[src/rtl/ifetch_pkg.sv]
// ============================================================================
// Module      : ifetch_pkg
// Description : Shared constants, entry type and PC helper for the fetch stage.
// Revision    : 1.0 - initial release
// ============================================================================
`default_nettype none

package ifetch_pkg;

    localparam int INSTR_W  = 32;
    localparam int PC_STEP  = 4;
    localparam int PC_MAX_W = 64;

    // Entry layout at the core's native 32-bit PC width.
    typedef struct packed {
        logic [31:0]        pc4;
        logic [INSTR_W-1:0] instr;
    } fetch_entry_t;

    // Works on the widest supported PC; callers size in and out with casts.
    function automatic logic [PC_MAX_W-1:0] pc_align(input logic [PC_MAX_W-1:0] pc);
        return {pc[PC_MAX_W-1:2], 2'b00};
    endfunction

endpackage

`default_nettype wire

[src/rtl/ifetch_prefetch_fetch_queue.sv]
// ============================================================================
// Module      : fetch_queue
// Description : Synchronous FIFO with flush, parametrised by depth and entry type.
// Revision    : 1.0 - initial release
// ============================================================================
`default_nettype none

module fetch_queue #(
    parameter int  DEPTH = 4,
    parameter type T     = logic [31:0],
    localparam int CW    = $clog2(DEPTH + 1)
) (
    input  logic          clk,
    input  logic          reset,
    input  logic          clear,
    input  logic          push,
    input  T              push_data,
    input  logic          pop,
    output T              head,
    output logic [CW-1:0] count,
    output logic          empty,
    output logic          full
);

    localparam int AW = (DEPTH > 1) ? $clog2(DEPTH) : 1;

    T              r_mem [DEPTH];
    logic [AW-1:0] r_wr_ptr;
    logic [AW-1:0] r_rd_ptr;
    logic [CW-1:0] r_count;

    logic w_do_push;
    logic w_do_pop;

    assign empty = (r_count == '0);
    assign full  = (r_count == CW'(DEPTH));
    assign count = r_count;
    assign head  = r_mem[r_rd_ptr];

    // A push into a full queue is accepted only when a pop frees the slot.
    assign w_do_pop  = pop && !empty;
    assign w_do_push = push && (!full || w_do_pop);

    always_ff @(posedge clk) begin
        if (w_do_push) begin
            r_mem[r_wr_ptr] <= push_data;
        end
    end

    always_ff @(posedge clk) begin
        if (reset || clear) begin
            r_wr_ptr <= '0;
            r_rd_ptr <= '0;
            r_count  <= '0;
        end else begin
            if (w_do_push) begin
                r_wr_ptr <= r_wr_ptr + AW'(1);
            end
            if (w_do_pop) begin
                r_rd_ptr <= r_rd_ptr + AW'(1);
            end
            r_count <= r_count + CW'(w_do_push) - CW'(w_do_pop);
        end
    end

endmodule

`default_nettype wire

[src/rtl/ifetch_prefetch.sv]
// ============================================================================
// Module      : ifetch_prefetch
// Description : PC generator, in-order imem interface and prefetch queue for ID.
//               Optional performance counters enabled by IFETCH_PERF_CNT_EN.
// Revision    : 1.0 - initial release
// ============================================================================
`default_nettype none

module ifetch_prefetch
    import ifetch_pkg::*;
#(
    parameter int              XLEN     = 32,
    parameter int              DEPTH    = 4,
    parameter logic [XLEN-1:0] RESET_PC = '0,
    localparam int             CW       = $clog2(DEPTH + 1)
) (
    input  logic               clk,
    input  logic               reset,
    output logic               imem_req_valid,
    output logic [XLEN-1:0]    imem_req_addr,
    input  logic               imem_req_ready,
    input  logic               imem_rsp_valid,
    input  logic [INSTR_W-1:0] imem_rsp_data,
    input  logic               redirect_valid,
    input  logic [XLEN-1:0]    redirect_pc,
    output logic               id_valid,
    output logic [INSTR_W-1:0] id_instr,
    output logic [XLEN-1:0]    id_pc4,
    input  logic               id_ready,
`ifdef IFETCH_PERF_CNT_EN
    output logic [31:0]        perf_fetched,
    output logic [31:0]        perf_dropped,
    output logic [31:0]        perf_stall,
`endif
    output logic [CW-1:0]      q_count
);

    typedef struct packed {
        logic [XLEN-1:0]    pc4;
        logic [INSTR_W-1:0] instr;
    } q_entry_t;

    typedef logic [XLEN-1:0] tag_t;

    logic [XLEN-1:0] r_pc;
    logic [CW-1:0]   r_outstanding;
    logic [CW-1:0]   r_drop;

    logic            w_fire;
    logic            w_rsp;
    logic            w_discard;
    logic            w_enq;
    logic            w_deq;
    logic [CW:0]     w_inflight;
    logic [CW-1:0]   w_count;
    logic            w_q_empty;
    logic            w_q_full;
    q_entry_t        w_head;
    q_entry_t        w_new_entry;
    tag_t            w_tag_head;
    logic [CW-1:0]   w_tag_count;
    logic            w_tag_empty;
    logic            w_tag_full;
    logic            w_unused_flags;

    // Credit covers queued plus in-flight fetches so a response always has a slot.
    assign w_inflight     = {1'b0, w_count} + {1'b0, r_outstanding};
    assign imem_req_valid = !reset && !redirect_valid && (w_inflight < (CW+1)'(DEPTH));
    assign imem_req_addr  = r_pc;
    assign w_fire         = imem_req_valid && imem_req_ready;

    // With nothing outstanding a response is stale (e.g. issued before reset).
    assign w_rsp     = imem_rsp_valid && (r_outstanding != '0);
    assign w_discard = w_rsp && ((r_drop != '0) || redirect_valid);
    assign w_enq     = w_rsp && (r_drop == '0) && !redirect_valid;

    assign id_valid    = !reset && !w_q_empty;
    assign id_instr    = w_head.instr;
    assign id_pc4      = w_head.pc4;
    assign q_count     = reset ? '0 : w_count;
    assign w_deq       = id_valid && id_ready;
    assign w_new_entry = '{pc4: w_tag_head, instr: imem_rsp_data};

    // Dropped responses never pop a tag: their tags went with the redirect flush.
    fetch_queue #(
        .DEPTH (DEPTH),
        .T     (tag_t)
    ) u_tag_q (
        .clk       (clk),
        .reset     (reset),
        .clear     (redirect_valid),
        .push      (w_fire),
        .push_data (r_pc + XLEN'(PC_STEP)),
        .pop       (w_enq),
        .head      (w_tag_head),
        .count     (w_tag_count),
        .empty     (w_tag_empty),
        .full      (w_tag_full)
    );

    fetch_queue #(
        .DEPTH (DEPTH),
        .T     (q_entry_t)
    ) u_prefetch_q (
        .clk       (clk),
        .reset     (reset),
        .clear     (redirect_valid),
        .push      (w_enq),
        .push_data (w_new_entry),
        .pop       (w_deq),
        .head      (w_head),
        .count     (w_count),
        .empty     (w_q_empty),
        .full      (w_q_full)
    );

    assign w_unused_flags = ^{w_tag_count, w_tag_empty, w_tag_full, w_q_full};

    always_ff @(posedge clk) begin
        if (reset) begin
            r_pc          <= RESET_PC;
            r_outstanding <= '0;
            r_drop        <= '0;
        end else begin
            r_outstanding <= r_outstanding + CW'(w_fire) - CW'(w_rsp);
            if (redirect_valid) begin
                r_pc   <= XLEN'(pc_align(PC_MAX_W'(redirect_pc)));
                r_drop <= r_outstanding - CW'(w_rsp);
            end else begin
                if (w_fire) begin
                    r_pc <= r_pc + XLEN'(PC_STEP);
                end
                if (w_rsp && (r_drop != '0)) begin
                    r_drop <= r_drop - CW'(1);
                end
            end
        end
    end

`ifdef IFETCH_PERF_CNT_EN
    logic [31:0] r_perf_fetched;
    logic [31:0] r_perf_dropped;
    logic [31:0] r_perf_stall;

    always_ff @(posedge clk) begin
        if (reset) begin
            r_perf_fetched <= '0;
            r_perf_dropped <= '0;
            r_perf_stall   <= '0;
        end else begin
            r_perf_fetched <= r_perf_fetched + 32'(w_enq);
            r_perf_dropped <= r_perf_dropped + 32'(w_discard);
            r_perf_stall   <= r_perf_stall + 32'(id_valid && !id_ready);
        end
    end

    assign perf_fetched = r_perf_fetched;
    assign perf_dropped = r_perf_dropped;
    assign perf_stall   = r_perf_stall;
`else
    logic w_unused_discard;
    assign w_unused_discard = w_discard;
`endif

endmodule

`default_nettype wire
[config.mk]
export PLATFORM = sky130hd
export DESIGN_NAME = ifetch_prefetch
export DESIGN_NICKNAME = d
export VERILOG_FILES = /design/src/rtl/ifetch_pkg.sv /design/src/rtl/ifetch_prefetch_fetch_queue.sv /design/src/rtl/ifetch_prefetch.sv
export SDC_FILE = /design/constraint.sdc
export NUM_CORES = 1
export LEC_CHECK = 0
export ABC_AREA = 1
export ABC_CLOCK_PERIOD_IN_PS = 5650
export CAP_MARGIN = 20
export CORE_ASPECT_RATIO = 1.4
export CORE_MARGIN = 2
export CORE_UTILIZATION = 57
export DETAILED_ROUTE_END_ITERATION = 7
export PLACE_DENSITY = 0.89
export SETUP_SLACK_MARGIN = 0.5
export SLEW_MARGIN = 20
export SYNTH_ARGS = -nofsm -noshare
export SYNTH_HDL_FRONTEND = slang
export SYNTH_SLANG_ARGS = --single-unit
[constraint.sdc]
create_clock -name clk -period 5.65 [get_ports clk]
set_clock_uncertainty 0.2 [all_clocks]
set_input_delay 1.13 -clock clk [delete_from_list [all_inputs] [get_ports clk]]
set_output_delay 1.13 -clock clk [all_outputs]
set_load 0.01 [all_outputs]
---- Word level (Yosys, flattened, before mapping) ----
Memory sizes are Yosys's and may differ from the RTL's. A register that Yosys moved wholly into a read port is not among the register bits.
Index checks and enable logic that the tools add are counted.
storage, ports and cells
  memory bits (writable) .................. 384
  input port bits ......................... 70
  register bits ........................... 52
  memories ................................ 2
  word-level logic and storage cells ...... 72
  output and inout port bits .............. 101
cells by class
  multiplexer cells ....................... 13
  $lt $le $gt $ge ......................... 1
  reduce and logical (&&, ||, !) cells .... 30
  $add $sub $neg .......................... 14
  equality and inequality tests ........... 2
memories
  memory              depth  width  rd ports  clocked after Yosys merged registers in  wr ports  line                               text
  u_prefetch_q.r_mem  4      64     1         1                                        1         ifetch_prefetch_fetch_queue.sv:27  T r_mem [DEPTH];
  u_tag_q.r_mem       4      32     1         1                                        1         ifetch_prefetch_fetch_queue.sv:27
operators with widths
  operator               number
  $mux 32                2
  $add 32x3->32 const B  1
  $logic_and 1x1->1      13
  $sub 3x1->3            4
  $add 3x1->3            3
  $logic_not 3->1        3
  $mux 3                 3
  $add 2x1->2 const B    4
  $mux 2                 4
  $eq 3x3->1 const B     2
  $logic_not 1->1        6
  $reduce_bool 3->1      2
  $add 3x3->4            1
  $lt 4x3->1 const B     1
  $mux 1                 4
  $reduce_bool 2->1      2
  $logic_or 1x1->1       3
  $sub 3x1->3 const B    1
  $reduce_or 2->1        1

---- Depth between registers and ports, before layout ----
Gate-level depths: netlist (run 1).
  depth in word-level cells ............... 9
  depth in mapped cells ................... 13
  mapped depth without buffers ............ 13

---- Cells and area by module ----
A second synthesis (run 1) with hierarchy kept.
second synthesis, totals
  cells, all modules ...................... 1541
  area, all modules ....................... 18083.6 um2
by module, submodules not included
  module                       times used  sequential area each (um2)  cells an instance  area each (um2)
  fetch_queue at u_prefetch_q  1           7867.5                      689                9992.1
  fetch_queue at u_tag_q       1           4023.9                      379                5300.1
  ifetch_prefetch              1           720.7                       473                2791.4

---- Worst setup path before layout (run 1) ----
No wires, ideal clock.
  path kind ............................... input -> register
  from .................................... in redirect_valid
  to ...................................... mem u_prefetch_q.r_mem[0][0] (netlist name), enable pin
  path buffers ............................ 1
  required time ........................... 4.968 ns
  library setup time ...................... 0.482 ns
  arrival ................................. 4.278 ns
  path slack .............................. 0.690 ns
  stages on the path ...................... 6
  cells stage by stage .................... buf_2 > nor2_1 > nand2_1 > inv_1 > nand2_1 > nor2_1
on the way
  word-level cells in the longest chain between the ends .. 5
ends and longest elaborated chain
  what                          line                               text
  start, declared               ifetch_prefetch.sv:24              input logic redirect_valid,
  $logic_not 1->1               ifetch_prefetch.sv:75              assign w_enq = w_rsp && (r_drop == '0) && !redirect_valid;
  $logic_and 1x1->1             ifetch_prefetch.sv:75
  $logic_and 1x1->1             ifetch_prefetch_fetch_queue.sv:42  assign w_do_push = push && (!full || w_do_pop);
  $mux 1                        ifetch_prefetch_fetch_queue.sv:45  if (w_do_push) begin
  $mux 1 (implied by the code)  ifetch_prefetch_fetch_queue.sv:46  r_mem[r_wr_ptr] <= push_data;
  end, declared                 ifetch_prefetch_fetch_queue.sv:27
Every way passes these cells.

==> results.cfg, run 1 <==
[outcome]
status = complete, no violations

[final_layout]
drive_gt1_share_pct = 5.921
layout_common_cells = 368 x edfxtp_1, 264 x nor2_1, 203 x o21ai_0
final_common_cell = edfxtp_1
diodes = 0
final_area_sq_mm = 0.02027
synthToLayoutAreaGrowth_pct = 18.30
fin_nets = 1720

[worst_setup_path]
crit_required_ns = 4.32
crit_slowest_cell = dfxtp_4
cp_slowest_stage_delay_ns = 0.68
endpoint_kind = output port
cpLargestDelayFamily = buffers and inverters
critPathBufInv = 3
setup.worst_path.class = register to output port
start_kind = register
crit_path_cell_trace = clkinv_2, buf_4, o21ai_0, o22ai_1, clkdlybuf4s50_1
critPathArrivalTime_ns = 3.24
crit_path_max_fanout = 54

[yosys]
synth_edf_count = 368
synth_warnings = 0
syn-instance-count = 1479
yosys.area.top_type_share_pct = 64.49
synth_area_sq_mm = 0.01714
synth.distinct_cells = 35
synth.avg_cell_area_sq_um = 11.59
yosysTopAreaCell = edfxtp_1
ys.flop_type = edfxtp_1
synthArstFlopShare_pct = 0
yosys-top-cells-area = edfxtp_1 64%, dfxtp_1 6.3%, nor2_1 6.0%
synth_seq_cells = 422
seq_area_frac_synth_pct = 70.79

[clock_network]
clk_pin_slew_worst_paths_ns = 0.06
cts_buffers = 38
cts_max_level = 2
cts-root-buf = clkbuf_16
clk_latency_ns = 0.55
cts_setup_buffers = 0
cts_hold_buf = 0
postCtsResizedCells = 0
cts_tree = done
clk_path_buf_depth = 3
cts.sinks = 422

[route]
drtPass1Iterations = 7
drc_errors = 0
ant_nets = 0
drt-total-wl_mm = 36.10
wl_per_cell_microns = 17.70
drt_iter0_markers = 1074
drt-vias-per-instance = 5.718
routed-via-count = 11664

[global_routing]
grt.overflow.total = 0
track_usage_pct = 22.67
met1_usage_pct = 26.42
busiest_layer = met2
grt_max_degree = 73
grtUsageMet2_pct = 41.80
grt_pass1_wl_mm = 55.75
met3_usage_pct = 3.035
grt_pass1_vias = 11501
antenna_found_initial = 0

[timing]
slew_headroom_pct = 26.85
rsz0062_at_grt = false
finalSetupTns_ns = 0
fin_crit_sh_pct = 80.82
final_max_slew_viol_count = 0
hold_viol_final = 0
min_period_ns = 4.566
tightest_slew_ns = 1.096
setup_viol = 0
fmax_ghz = 0.2190

[job]
maxCapViolations = 0

[floorplan]
start_util_pct = 57.61
num_io_pins = 171
die_w_microns = 150.5
num_rows = 75
core_area_sq_mm = 0.02975
die_h_microns = 209.2
dieArea_sq_mm = 0.03149

[placed_design]
place_area_sq_mm = 0.01913
portBuffers = 164
place.gp.congestion = 0.8561
hpwlAfterDp_mm = 21.96

[power_and_ir_drop]
swShare_pct = 22.32
p_int_mw = 5.058
clockPowerShare_pct = 36.6
power_frac_seq_pct = 54.6
combPwrFrac_pct = 8.8
pwr_density_cell_mw_per_mm2 = 321.2
leakagePower_nw = 7.072
ir_drop_mv = 0.1872
p_sw_mw = 1.453

[hold_path]
hp-class = register to register
registers in the layout, summed over array words and instances, names as in the netlist, named ones only:
name,count
u_tag_q.r_rd_ptr,2
u_tag_q.r_mem,120
u_prefetch_q.count,3
u_tag_q.count,3
u_prefetch_q.r_wr_ptr,2
r_drop,3
u_tag_q.r_wr_ptr,2
r_outstanding,3
u_prefetch_q.r_rd_ptr,2
imem_req_addr,30
u_prefetch_q.r_mem,248
layout make-up:
| cell class | count | area, sq um |
|---|---|---|
| Clock inverter | 20 | 147.6 |
| Inverter | 88 | 331.6 |
| Tap cell | 385 | 481.7 |
| Fill cell | 2016 | 9475 |
| Timing Repair Buffer | 182 | 1777 |
| Sequential cell | 422 | 12140 |
| Clock buffer | 48 | 998.5 |
| Multi-Input combinational cell | 895 | 4399 |
synth_stat cells, types with 2 or more instances:
master	number
edfxtp_1	368
nor2_1	272
o21ai_0	203
nand2_1	180
o22ai_1	92
inv_1	86
clkbuf_1	64
dfxtp_1	54
nand3_1	41
a21oi_1	34
ha_1	20
xor2_1	9
xnor2_1	6
buf_4	5
nand3b_1	5
and2_1	4
nand2_2	4
nor2_2	4
buf_1	3
buf_2	3
fa_1	3
a22oi_1	2
a31oi_1	2
buf_6	2
nand4_1	2
o21bai_1	2
power groups by stage:
stage | Sequential [mW] | Combinational (mW) | Clock [mW]
6_report | 3.56 | 0.571 | 2.38
5_1_grt | 3.56 | 0.633 | 2.55
4_1_cts | 3.56 | 0.575 | 2.41
3_5_place_dp | 3.62 | 0.571 | 0
3_3_place_gp | 3.62 | 0.550 | 0
2_1_floorplan | 3.62 | 0.303 | 0
logic make-up (layout without fill, tap and decap cells):
| kind of cell | after synthesis | after routing | synth area share, % |
|---|---|---|---|
| fa+ha+maj | 23 | 23 | 1.811 |
| simple gates | 515 | 515 | 12.08 |
| other cells | 1 | 4 | 0.02188 |
| buf+inv | 165 | 338 | 3.833 |
| compound gates | 338 | 338 | 10.70 |
| xor+xnor | 15 | 15 | 0.7667 |
| flops | 422 | 422 | 70.79 |
worst register-to-register path, stage by stage (launching register included):
cell     delay [ns]
dfxtp_1        0.45
ha_1           0.27
nand3_1        0.07
nand2_1        0.12
nor3_4         0.13
buf_4          0.31
nand2_2        0.19
inv_1          0.14
ha_1           0.15
inv_1          0.05
fa_1           0.37
or2_2          0.30
a21oi_1        0.13
layer usage:
metal,share of wire [%],wire length [microns],up-vias
li1,-,-,5498
met1,37,13300,5591
met2,54,19330,504
met3,6.9,2473,71
met4,2.8,996,0
met5,0,0,-
worst paths after layout:
check | startpoint | to | slack, ns | cells after the start
hold / removal | r_drop[2] | r_drop[2] | 0.28 | 2
hold reg to reg | r_drop[2] | r_drop[2] | 0.28 | 2
setup / recovery | register | id_instr[19] | 1.08 | 5
setup reg to reg | r_outstanding[1] | u_tag_q.count[2] | 2.71 | 12
metrics by stage:
stage          cells  hold WS (ns)  power (mW)  setup WS, ns  util [%]
2_1_floorplan   1482        0.2471       3.923        0.6897         -
3_3_place_gp    1972        0.2572       4.168         1.348     64.29
3_5_place_dp    1972        0.2676       4.194         1.278     64.29
4_1_cts         2040        0.2796       6.537         1.038     68.15
5_1_grt         2040        0.3048       6.747        0.8472     68.15
6_report        2040        0.2839       6.511         1.084     68.15
Note: power is estimated with default switching activity, not from simulation.
==> inputs of run 2 (changes only) <==
ABC_CLOCK_PERIOD_IN_PS = 4600   (was 5650)
clock period = 4.6 ns   (was 5.65 ns; I/O delays follow)
==> run 2 against run 1 <==
Net effect: clock power rose by 28%; largest cell class unchanged; register-to-register slack got worse by 1.0 ns; flip-flop and latch count unchanged; die area did not move; critical path depth did not move; cell area rose by 0.81%; total power rose by 25%; critical endpoint is now imem_req_valid; largest power group unchanged; first-iteration DRC count down 9.0%; final cell count grew 0.39%.
==> results.cfg, run 2 (same netlist as run 1, synthesis figures left out) <==
[outcome]
status = complete, no violations

[timing]
fmax_ghz = 0.2657
final_max_slew_viol_count = 0
hold_viol_final = 0
min_period_ns = 3.764
setup_viol = 0
rsz0062_at_grt = false
setup_slack_ns = 0.8363
tightest_slew_ns = 1.001
finalSetupTns_ns = 0
fin_crit_sh_pct = 81.82
hold_ws_ns = 0.2937
slew_headroom_pct = 33.19

[route]
drtPass1Iterations = 5
ant_nets = 0
drt-vias-per-instance = 5.741
drt-total-wl_mm = 37.11
wl_per_cell_microns = 18.12
drt_iter0_markers = 977
drc_errors = 0
routed-via-count = 11758

[placed_design]
portBuffers = 164
place.gp.congestion = 0.8792
hpwlAfterDp_mm = 22.66
placedCellCount = 1982
place_area_sq_mm = 0.01925
post-place-ws_ns = 0.6634

[global_routing]
grt_max_degree = 77
grt_pass1_wl_mm = 57.71
track_usage_pct = 23.52
grt_pass1_vias = 11856
grt.overflow.total = 0
antenna_found_initial = 0

[floorplan]
num_rows = 75
die_w_microns = 150.5
core_area_sq_mm = 0.02975
dieArea_sq_mm = 0.03149
start_util_pct = 57.61
num_io_pins = 171
die_h_microns = 209.2

[worst_setup_path]
cp_common_cell = clkdlybuf4s50_1
start_kind = primary input
critPathBufInv = 2
crit_slowest_cell = clkdlybuf4s50_1
setup.worst_path.class = primary input to output port
critPathArrivalTime_ns = 2.64
cpLargestDelayFamily = buffers and inverters
crit_path_cell_trace = clkdlybuf4s50_1, nor2_8, nand2_2, nor2_2, clkdlybuf4s50_1
endpoint_kind = output port
crit_path_max_fanout = 10
cp_slowest_stage_delay_ns = 0.63
crit_required_ns = 3.48
r2r_setup_slack_ns = 1.71

[power_and_ir_drop]
pwr_density_cell_mw_per_mm2 = 397.6
leakagePower_nw = 7.155
ir_drop_mv = 0.2538
p_total_mw = 8.126

[final_layout]
top_register = u_prefetch_q.r_mem
largest_register_ffs = 248
diodes = 0
fill_cells = 2035
final_cells = 2048
fin_nets = 1730
synthToLayoutAreaGrowth_pct = 19.26
drive_gt1_share_pct = 6.434
area.sequential_sq_mm = 0.01214
layout_common_cells = 368 x edfxtp_1, 264 x nor2_1, 203 x o21ai_0
postLayoutCoreUtil_pct = 68.70
final_area_sq_mm = 0.02044
final_common_cell = edfxtp_1
multi_input_area_sq_mm = 0.004399

[clock_network]
cts.sinks = 422
clk_latency_ns = 0.54
clk_path_buf_depth = 3
cts_max_level = 2
cts-root-buf = clkbuf_16
cts_tree = done
cts_buffers = 38
clk_pin_slew_worst_paths_ns = 0.06
cts_setup_buffers = 0
cts_hold_buf = 0
postCtsResizedCells = 0

[hold_path]
hp-class = register to register

[job]
maxCapViolations = 0
run 2: cell count changes in the layout (fill, tap and decap cells not counted), sizes merged:
cell | previous run | this run
clkinvlp | 4 | 3
inv | 87 | 89
clkinv | 16 | 13
bufinv | 1 | 3
buf | 18 | 28
clkbuf | 48 | 46
run 2: path summary, 6_finish.rpt:
kind / depth (start not counted) / from / end
max: 5 / reset / imem_req_valid
min: 2 / r_drop[2] / r_drop[2]
max reg2reg: 5 / register / u_prefetch_q.r_mem[0][42]
min reg2reg: 2 / r_drop[2] / r_drop[2]
run 2: where the power goes:
group / switching, mW / internal, mW
logic: 0.402 / 0.313
registers: 0.0707 / 4.30
clock network: 1.31 / 1.73
total: 1.79 / 6.34
run 2: metal layers:
metal	vias up	share of wire (%)	GRT usage (%)
li1	5510	-	-
met1	5627	38	27.50
met2	530	52	41.77
met3	91	6.3	3.100
met4	0	3.7	12.30
met5	-	0	0
run 2: layout make-up:
type                       instances  area share, %
timing repair buffer             192          9.306
multi-input combinational        895          21.53
inverter                          88          1.622
clock inverter                    20         0.9000
tap                              385          2.357
sequential                       422          59.39
clock buffer                      46          4.904
run 2: tightest hold or removal path, cell delays in order, from the launching register on:
cell	delay, ns
dfxtp_1	0.31
nand3_1	0.09
nand2_1	0.05
